File: config.mk
export PLATFORM = sky130hd
export DESIGN_NAME = ula_seq
export DESIGN_NICKNAME = d
export VERILOG_FILES = /design/src/rtl/ula_pkg.sv /design/src/rtl/ula_core.sv /design/src/rtl/ula_seq.sv
export SDC_FILE = /design/constraint.sdc
export NUM_CORES = 1
export LEC_CHECK = 0
export BUFFER_PORTS_ARGS = -buffer_cell sky130_fd_sc_hd__buf_2
export CAP_MARGIN = 20
export CORE_ASPECT_RATIO = 0.75
export CORE_UTILIZATION = 35
export CTS_CLUSTER_DIAMETER = 80
export DETAILED_ROUTE_END_ITERATION = 10
export HOLD_SLACK_MARGIN = 0.02
export SYNTH_ARGS = -nofsm -noshare
export SYNTH_HDL_FRONTEND = slang
export SYNTH_SLANG_ARGS = --single-unit
File: constraint.sdc
create_clock -name clockULA -period 3.99 [get_ports clockULA]
set_input_delay 0.1995 -clock clockULA [delete_from_list [all_inputs] [get_ports clockULA]]
set_output_delay 0.1995 -clock clockULA [all_outputs]
set_load 0.01 [all_outputs]
File: src/rtl/ula_pkg.sv
// ula_pkg: opcodes, FSM states and flag bit positions shared by ula_seq and ula_core.
package ula_pkg;
   localparam logic [3:0] OP_ADD   = 4'd0;
   localparam logic [3:0] OP_SUB   = 4'd1;
   localparam logic [3:0] OP_COMP  = 4'd2;
   localparam logic [3:0] OP_IGUAL = 4'd3;
   localparam logic [3:0] OP_MAIOR = 4'd4;
   localparam logic [3:0] OP_MENOR = 4'd5;
   localparam logic [3:0] OP_AND   = 4'd6;
   localparam logic [3:0] OP_OR    = 4'd7;
   localparam logic [3:0] OP_MUL   = 4'd8;
   localparam int FLAG_N = 3;
   localparam int FLAG_Z = 2;
   localparam int FLAG_C = 1;
   localparam int FLAG_V = 0;
   typedef enum logic [1:0] {S_IDLE, S_CALC, S_DONE} state_t;
   function automatic logic is_reserved(input logic [3:0] op);
      return op > OP_MUL;
   endfunction
endpackage

File: src/rtl/ula_core.sv
// ula_core: combinational single-cycle opcodes 0..7; reserved and MUL codes yield zero.
// Carry/overflow ports exist only when ULA_FLAGS_EN is defined.
module ula_core import ula_pkg::*; #(
   parameter int WIDTH = 8
) (
   input  logic [WIDTH-1:0] a,
   input  logic [WIDTH-1:0] b,
   input  logic [3:0]       sel,
`ifdef ULA_FLAGS_EN
   output logic             carry,
   output logic             ovf,
`endif
   output logic [WIDTH-1:0] res,
   output logic             status
);
   always_comb begin
      res = '0;
      status = 1'b0;
      case (sel)
         OP_ADD:   res = a + b;
         OP_SUB:   res = a - b;
         OP_COMP:  res = '0 - b;
         OP_IGUAL: status = a == b;
         OP_MAIOR: begin status = a > b; res = status ? a : b; end
         OP_MENOR: begin status = a < b; res = status ? a : b; end
         OP_AND:   res = a & b;
         OP_OR:    res = a | b;
         default:  res = '0;
      endcase
   end
`ifdef ULA_FLAGS_EN
   logic [WIDTH:0] sum, dif;
   assign sum = {1'b0, a} + {1'b0, b};
   assign dif = {1'b0, a} - {1'b0, b};
   always_comb begin
      carry = 1'b0;
      ovf = 1'b0;
      if (sel == OP_ADD) begin
         carry = sum[WIDTH];
         ovf = (a[WIDTH-1] == b[WIDTH-1]) && (sum[WIDTH-1] != a[WIDTH-1]);
      end else if (sel == OP_SUB) begin
         carry = dif[WIDTH];
         ovf = (a[WIDTH-1] != b[WIDTH-1]) && (dif[WIDTH-1] != a[WIDTH-1]);
      end
   end
`endif
endmodule

File: src/rtl/ula_seq.sv
// ula_seq: sequential ALU with IDLE/CALC/DONE FSM and WIDTH-cycle shift-add multiplier.
// Optional ULA_FLAGS_EN adds the registered {N,Z,C,V} flagsULA output.
module ula_seq import ula_pkg::*; #(
   parameter int WIDTH = 8
) (
   input  logic             clockULA,
   input  logic             resetULA,
   input  logic             startULA,
   input  logic [WIDTH-1:0] aULA,
   input  logic [WIDTH-1:0] bULA,
   input  logic [3:0]       selectULA,
   output logic             busyULA,
   output logic             doneULA,
   output logic [WIDTH-1:0] output0ULA,
   output logic [WIDTH-1:0] output1ULA,
`ifdef ULA_FLAGS_EN
   output logic [3:0]       flagsULA,
`endif
   output logic             statusULA,
   output logic             errorULA
);
   state_t state, state_n;
   logic [WIDTH-1:0] a_r, core_res, res0_n, res1_n;
   logic [2*WIDTH-1:0] prod, prod_step;
   logic [WIDTH:0] step_sum;
   logic [5:0] cnt;
   logic core_st, accept, last, wr;
`ifdef ULA_FLAGS_EN
   logic core_c, core_v;
   logic [3:0] flags_n;
`endif
   ula_core #(.WIDTH(WIDTH)) u_core (
      .a(aULA), .b(bULA), .sel(selectULA),
`ifdef ULA_FLAGS_EN
      .carry(core_c), .ovf(core_v),
`endif
      .res(core_res), .status(core_st)
   );
   assign accept = startULA && state != S_CALC;
   assign last = cnt == 6'(WIDTH - 1);
   assign busyULA = state == S_CALC;
   assign doneULA = state == S_DONE;
   // prod holds {partial product, remaining multiplier bits}; each step adds A and shifts right
   assign step_sum = {1'b0, prod[2*WIDTH-1:WIDTH]} + (prod[0] ? {1'b0, a_r} : '0);
   assign prod_step = {step_sum, prod[WIDTH-1:1]};
   always_comb begin
      state_n = accept ? (selectULA == OP_MUL ? S_CALC : S_DONE)
              : state == S_CALC ? (last ? S_DONE : S_CALC) : S_IDLE;
      wr = (accept && selectULA != OP_MUL) || (state == S_CALC && last);
      res0_n = state == S_CALC ? prod_step[WIDTH-1:0] : core_res;
      res1_n = state == S_CALC ? prod_step[2*WIDTH-1:WIDTH] : '0;
   end
`ifdef ULA_FLAGS_EN
   always_comb begin
      flags_n = '0;
      flags_n[FLAG_N] = res0_n[WIDTH-1];
      flags_n[FLAG_Z] = res0_n == '0 && res1_n == '0;
      flags_n[FLAG_C] = state != S_CALC && core_c;
      flags_n[FLAG_V] = state != S_CALC && core_v;
   end
`endif
   always_ff @(posedge clockULA or posedge resetULA) begin
      if (resetULA) begin
         state <= S_IDLE;
         a_r <= '0;
         prod <= '0;
         cnt <= '0;
         output0ULA <= '0;
         output1ULA <= '0;
         statusULA <= 1'b0;
         errorULA <= 1'b0;
`ifdef ULA_FLAGS_EN
         flagsULA <= '0;
`endif
      end else begin
         state <= state_n;
         if (accept) begin
            a_r <= aULA;
            prod <= {{WIDTH{1'b0}}, bULA};
            cnt <= '0;
            errorULA <= is_reserved(selectULA);
         end else if (state == S_CALC) begin
            prod <= prod_step;
            cnt <= cnt + 6'd1;
         end
         if (wr) begin
            output0ULA <= res0_n;
            output1ULA <= res1_n;
            statusULA <= state != S_CALC && core_st;
`ifdef ULA_FLAGS_EN
            flagsULA <= flags_n;
`endif
         end
      end
   end
endmodule

==> flow_metrics.env, run 1 <==
export IMPL_grtUsageTotal_pct=20.8
export IMPL_first_global_vias=3441
export IMPL_ioPinCount=43
export IMPL_arrival_ns=2.78
export IMPL_synth_cell_types=58
export IMPL_synth_top_area_share_pct=32.5
export IMPL_num_rows=32
export IMPL_vdd_ir_drop_max_v=0.000151
export IMPL_ant_nets=0
export IMPL_core_mm2=0.0105
export IMPL_final_setup_worst_slack_ns=1.38
export IMPL_startpoint_type="flip-flop"
export IMPL_vias_per_cell=5.65
export IMPL_slew_headroom_pct=36.7
export IMPL_stdcell_area_mm2=0.00437
export IMPL_yosysWarnings=0
export IMPL_fp_dieW_um=123
export IMPL_dieArea_mm2=0.0114
export IMPL_period_share_pct=65.4
export IMPL_post_route_drc_count=0
export IMPL_synth_edf_count=0
export IMPL_ys_ff_latch=50
export IMPL_critPathCaptureType="flip-flop"
export IMPL_die_y_um=92.8
export IMPL_netlist_instances=460
export IMPL_total_power_uw=1350
export IMPL_cts_buffers=5
export IMPL_fin_setup_tns_ns=0
export IMPL_placed_cell_area_mm2=0.00418
export IMPL_gr_total_overflow=0
export IMPL_drt_total_wl_um=11100
export IMPL_netlist_top_cells_count="nand2_1, dfrtp_1, o21ai_0"
export IMPL_syn_area_mm2=0.00385
export IMPL_dpl_hpwl_um=8630
export IMPL_cp_required_ns=4.17
export IMPL_seq_area_frac_synth_pct=32.5
export IMPL_tritoncts="built"
export IMPL_p_per_area_mw_per_mm2=309
export IMPL_synthArstFlopShare_pct=100
export IMPL_antenna_found_initial=0
export IMPL_h_tree_depth=2
export IMPL_area_growth_pct=13.7
export IMPL_drive_gt1_share_pct=13.2
export IMPL_synth_flop_cell="dfrtp_1"
export IMPL_clockBufferDepth=2
export IMPL_crit_fanout=9
export IMPL_grt_max_degree=51
export IMPL_finalSetupViolCount=0
export IMPL_drt_iter0_drc=363
export IMPL_clk_latency_ns=0.29
export IMPL_clk_pin_slew_worst_paths_ns=0.06
export IMPL_grt_pass1_wl_um=18300
export IMPL_clock_tree_root_cell="clkbuf_16"
export IMPL_diodes=0
export IMPL_gp_congestion=0.994
export IMPL_dp_slack_ns=1.12
export IMPL_cap_viol_max_count=0
export IMPL_synth_most_common_cell="nand2_1"
export IMPL_grt_setup_unrepaired="no"
export IMPL_layout_nets=554
export IMPL_avgRoutedWirePerCell_um=17.6
export IMPL_finalHoldViolCount=0
export IMPL_via_count=3560
export IMPL_cts_setup_buffers=0
export IMPL_fmax_mhz=383
export IMPL_synth_top_cell_by_area="dfrtp_1"
export IMPL_status="complete, no violations"
export IMPL_timing_worst_setup_path_type="reg -> reg"
export IMPL_dr_pass1_iters=5
export IMPL_numClockSinks=50
export IMPL_numPortBuffers=42
export IMPL_syn_nets=521
export IMPL_synth_area_leaders="dfrtp_1, ha_1, nand2_1, o21ai_0, a21oi_1"
export IMPL_period_needed_ns=2.61
export IMPL_syn_area_per_cell_um2=8.36
export IMPL_slew_violations=0
export IMPL_clock_skew_final_ns=0.00555
export IMPL_hp_class="in -> reg"
export IMPL_leakage_uw=0.00207
export IMPL_worst_pin_slew_ns=0.947
export IMPL_start_util_pct=36.7
==> final cells by class <==
class / instances / area (um^2)
flip-flops and latches: 50 / 1250
inverters: 28 / 105
well taps: 136 / 170
fillers: 1064 / 6120
repair buffers: 47 / 263
clock buffers: 8 / 166
multi-input cells: 361 / 2420
==> state kept, by name, indices dropped and copies added, names as in the netlist <==
| name | cells |
|---|---|
| prod | 16 |
| a_r | 8 |
| output0ULA | 8 |
| output1ULA | 8 |
| cnt | 6 |
| state | 2 |
| errorULA | 1 |
| statusULA | 1 |
==> layer usage <==
| layer | track usage [%] | share of wire (%) |
|---|---|---|
| met4 | 3.61 | 0.81 |
| met1 | 32.9 | 52 |
| met5 | 0 | 0 |
| met2 | 28.7 | 39 |
| met3 | 4.13 | 7.9 |
==> cells by family after synthesis <==
family,count (synthesis),share of synthesized area [%]
XOR/XNOR,16,3.64
flip-flops,50,32.5
buffers and inverters,49,4.81
adder cells (fa/ha/maj),38,12.9
AO/OA/AOI/OAI,133,21.8
AND/OR/NAND/NOR,160,20.5
multiplexers,14,3.77
==> power by group <==
group / leakage, uW / internal (uW) / total, uW / switching, uW
clock: 0.0000832 / 284 / 470 / 186
sequential: 0.000657 / 540 / 562 / 22.6
combinational: 0.00133 / 117 / 318 / 201
total: 0.00207 / 941 / 1350 / 409
==> worst paths after layout <==
kind	from	endpoint	depth (start not counted)	slack [ns]
max in group asynchronous	resetULA	output0ULA[3]	4	2.98
worst max register to register	prod[0]	output1ULA[5]	10	1.38
worst min-delay path	bULA[6]	output0ULA[6]	3	0.23
worst min register to register	output1ULA[1]	output1ULA[1]	2	0.46
worst max-delay path	prod[0]	output1ULA[5]	10	1.38
min in group asynchronous	resetULA	output1ULA[0]	3	0.48
==> stage by stage <==
| step | hold WS, ns | cells | utilization [%] |
|---|---|---|---|
| 2_1_floorplan | 0.329 | 460 | - |
| 3_3_place_gp | 0.453 | 620 | 39.8 |
| 3_5_place_dp | 0.456 | 620 | 39.8 |
| 4_1_cts | 0.220 | 628 | 41.4 |
| 5_1_grt | 0.248 | 630 | 41.7 |
| 6_report | 0.226 | 630 | 41.7 |
==> what timing repair did <==
item | CTS | global route
resized for setup | 0 | 0
endpoints found under the setup margin | 0 | 0
hold buffers | 0 | 1
hold endpoints to repair | 0 | 22
==> cell usage in the layout (no fill, tap or decap), types with 7 or more instances in the layout <==
master,count
nand3_1,9
xnor2_1,10
ha_1,35
a221oi_1,7
mux2i_1,12
a21o_1,7
dfrtp_1,50
o211ai_1,7
nand2_1,65
and2_1,9
nor2b_1,7
buf_2,42
inv_1,27
a21oi_1,28
nor2_1,34
o21ai_0,44
==> critical path, stage by stage, from the launching register on <==
cell	delay, ns
dfrtp_1	0.47
and2_1	0.20
ha_1	0.20
fa_1	0.41
a21o_1	0.18
a21oi_1	0.24
nor2b_1	0.08
o21ai_0	0.17
nand2b_1	0.11
mux2i_1	0.15
mux2_2	0.27
Note: power is estimated with default switching activity, not from simulation.
==> run 2: changes to the inputs <==
==> constraint.sdc (replaced) <==
create_clock -name clockULA -period 2.7 [get_ports clockULA]
set_input_delay 0.135 -clock clockULA [delete_from_list [all_inputs] [get_ports clockULA]]
set_output_delay 0.135 -clock clockULA [all_outputs]
set_load 0.01 [all_outputs]
==> run 2 against run 1 <==
  * Clock power up 53%
  * Die area unchanged
  * Flip-flop and latch count unchanged
  * Sequential share of layout area down 1.0 points
  * First-iteration DRC count down 21%
  * Critical path type unchanged
  * Wire length up 2.0%
==> flow_metrics.env, run 2 (same netlist as run 1, synthesis figures left out) <==
export IMPL_status="complete, no violations"
export IMPL_final_common_cell="nand2_1"
export IMPL_ioPinCount=43
export IMPL_period_needed_ns=2.51
export IMPL_final_cell_mix="nand2_1, dfrtp_1, o21ai_0"
export IMPL_grtUsageTotal_pct=20.6
export IMPL_largest_register_ffs=16
export IMPL_clk_latency_ns=0.29
export IMPL_cap_viol_max_count=0
export IMPL_period_share_pct=93.0
export IMPL_slew_violations=0
export IMPL_path_cells="and2_1 -> ha_1 -> fa_1 -> a21o_1 -> a21oi_2 -> nor2b_1 -> o21ai_0 -> nand2b_1 -> mux2i_1 -> mux2_2"
export IMPL_critPathCaptureType="flip-flop"
export IMPL_hp_class="in -> reg"
export IMPL_area_growth_pct=17.8
export IMPL_critPathMaxStageDelay_ns=0.47
export IMPL_via_count=3599
export IMPL_antenna_found_initial=0
export IMPL_slowest_stage="dfrtp_1"
export IMPL_clock_tree_root_cell="clkbuf_16"
export IMPL_clock_skew_final_ns=0.00688
export IMPL_cts_setup_buffers=0
export IMPL_fin_setup_tns_ns=0
export IMPL_layout_nets=575
export IMPL_fp_dieW_um=123
export IMPL_clockBufferDepth=2
export IMPL_drt_total_wl_um=11300
export IMPL_max_flop_register="prod"
export IMPL_dpl_hpwl_um=8750
export IMPL_slew_headroom_pct=43.6
export IMPL_leakage_uw=0.00217
export IMPL_arrival_ns=2.69
export IMPL_crit_fanout=9
export IMPL_vias_per_cell=5.53
export IMPL_clk_pin_slew_worst_paths_ns=0.07
export IMPL_cp_required_ns=2.87
export IMPL_diodes=0
export IMPL_grt_pass1_wl_um=18100
export IMPL_die_y_um=92.8
export IMPL_nFillCells=1034
export IMPL_num_rows=32
export IMPL_dieArea_mm2=0.0114
export IMPL_startpoint_type="flip-flop"
export IMPL_numClockSinks=50
export IMPL_grt_setup_unrepaired="no"
export IMPL_ant_nets=0
export IMPL_grt_max_degree=51
export IMPL_p_per_area_mw_per_mm2=450
export IMPL_drt_iter0_drc=287
export IMPL_cts_buffers=5
export IMPL_timing_worst_setup_path_type="reg -> reg"
export IMPL_vdd_ir_drop_max_v=0.000218
export IMPL_numPortBuffers=42
export IMPL_tritoncts="built"
export IMPL_worst_pin_slew_ns=0.843
export IMPL_start_util_pct=36.7
export IMPL_first_global_vias=3405
export IMPL_drive_gt1_share_pct=16.5
export IMPL_core_mm2=0.0105
export IMPL_total_power_uw=2040
export IMPL_gp_congestion=0.912
export IMPL_h_tree_depth=2
export IMPL_fin_util_pct=43.2
export IMPL_dr_pass1_iters=5
export IMPL_gr_total_overflow=0
export IMPL_fmax_mhz=398
export IMPL_finalSetupViolCount=0
export IMPL_avgRoutedWirePerCell_um=17.4
export IMPL_post_route_drc_count=0
export IMPL_finalHoldViolCount=0
[run 2: cell count changes in the layout (fill, tap and decap cells not counted), sizes merged]
| cell | change |
|---|---|
| buf | +21 |
| bufinv | +1 |
| clkbuf | -1 |
[run 2: routing by layer]
layer  vias to the layer above  global-route usage [%]  part of all wire [%]
li1                       1745                       -                     -
met1                      1700                    31.6                    51
met4                         0                    5.02                   1.0
met3                        11                    3.39                   6.8
met5                         -                       0                     0
met2                       143                    29.4                    41
[run 2: cell type report]
type / count / area (um^2) / share of cell area, %
Multi-Input combinational cell: 361 / 2420 / 53.4
Clock buffer: 7 / 133 / 2.93
Tap cell: 136 / 170 / 3.76
Sequential cell: 50 / 1250 / 27.6
Inverter: 28 / 105 / 2.32
Timing Repair Buffer: 68 / 420 / 9.28
Clock inverter: 1 / 30.0 / 0.663
[run 2: timing repair]
action                                  in CTS  in global routing
endpoints found under the hold margin        0                 19
gates resized for setup                      0                  1
endpoints found under the setup margin       0                  1
hold buffers                                 0                  1
[run 2: metrics by stage]
step / hold slack (ns) / std cells / worst slack (ns) / instance area [um^2]
after global routing: 0.164 / 651 / 0.0567 / 4530
after CTS: 0.156 / 649 / 0.136 / 4500
after floorplan: 0.265 / 460 / 0.407 / 3850
after detailed placement: 0.455 / 641 / 0.158 / 4330
final: 0.164 / 651 / 0.188 / 4530
after global placement: 0.448 / 641 / 0.173 / 4330
[run 2: final timing paths]
kind / from / endpoint / slack (ns) / cells after the start
setup / recovery: prod[0] / output1ULA[5] / 0.19 / 10
hold / removal: bULA[6] / output0ULA[6] / 0.16 / 3
setup reg to reg: prod[0] / output1ULA[5] / 0.19 / 10
hold reg to reg: output1ULA[1] / output1ULA[1] / 0.47 / 2
max in group asynchronous: resetULA / output1ULA[3] / 1.79 / 4
min in group asynchronous: resetULA / prod[15] / 0.39 / 3
[run 2: critical path: cells and delay by family (launching register included)]
family	cells	cell delay (ns)
fa+ha+maj	2	0.62
simple gates	3	0.38
compound gates	3	0.52
mux	2	0.42
flops	1	0.47
[run 2: report_power, final]
part	switching [uW]	internal (uW)
Combinational	298	194
Sequential	33.2	797
Clock	278	439
Total	609	1430
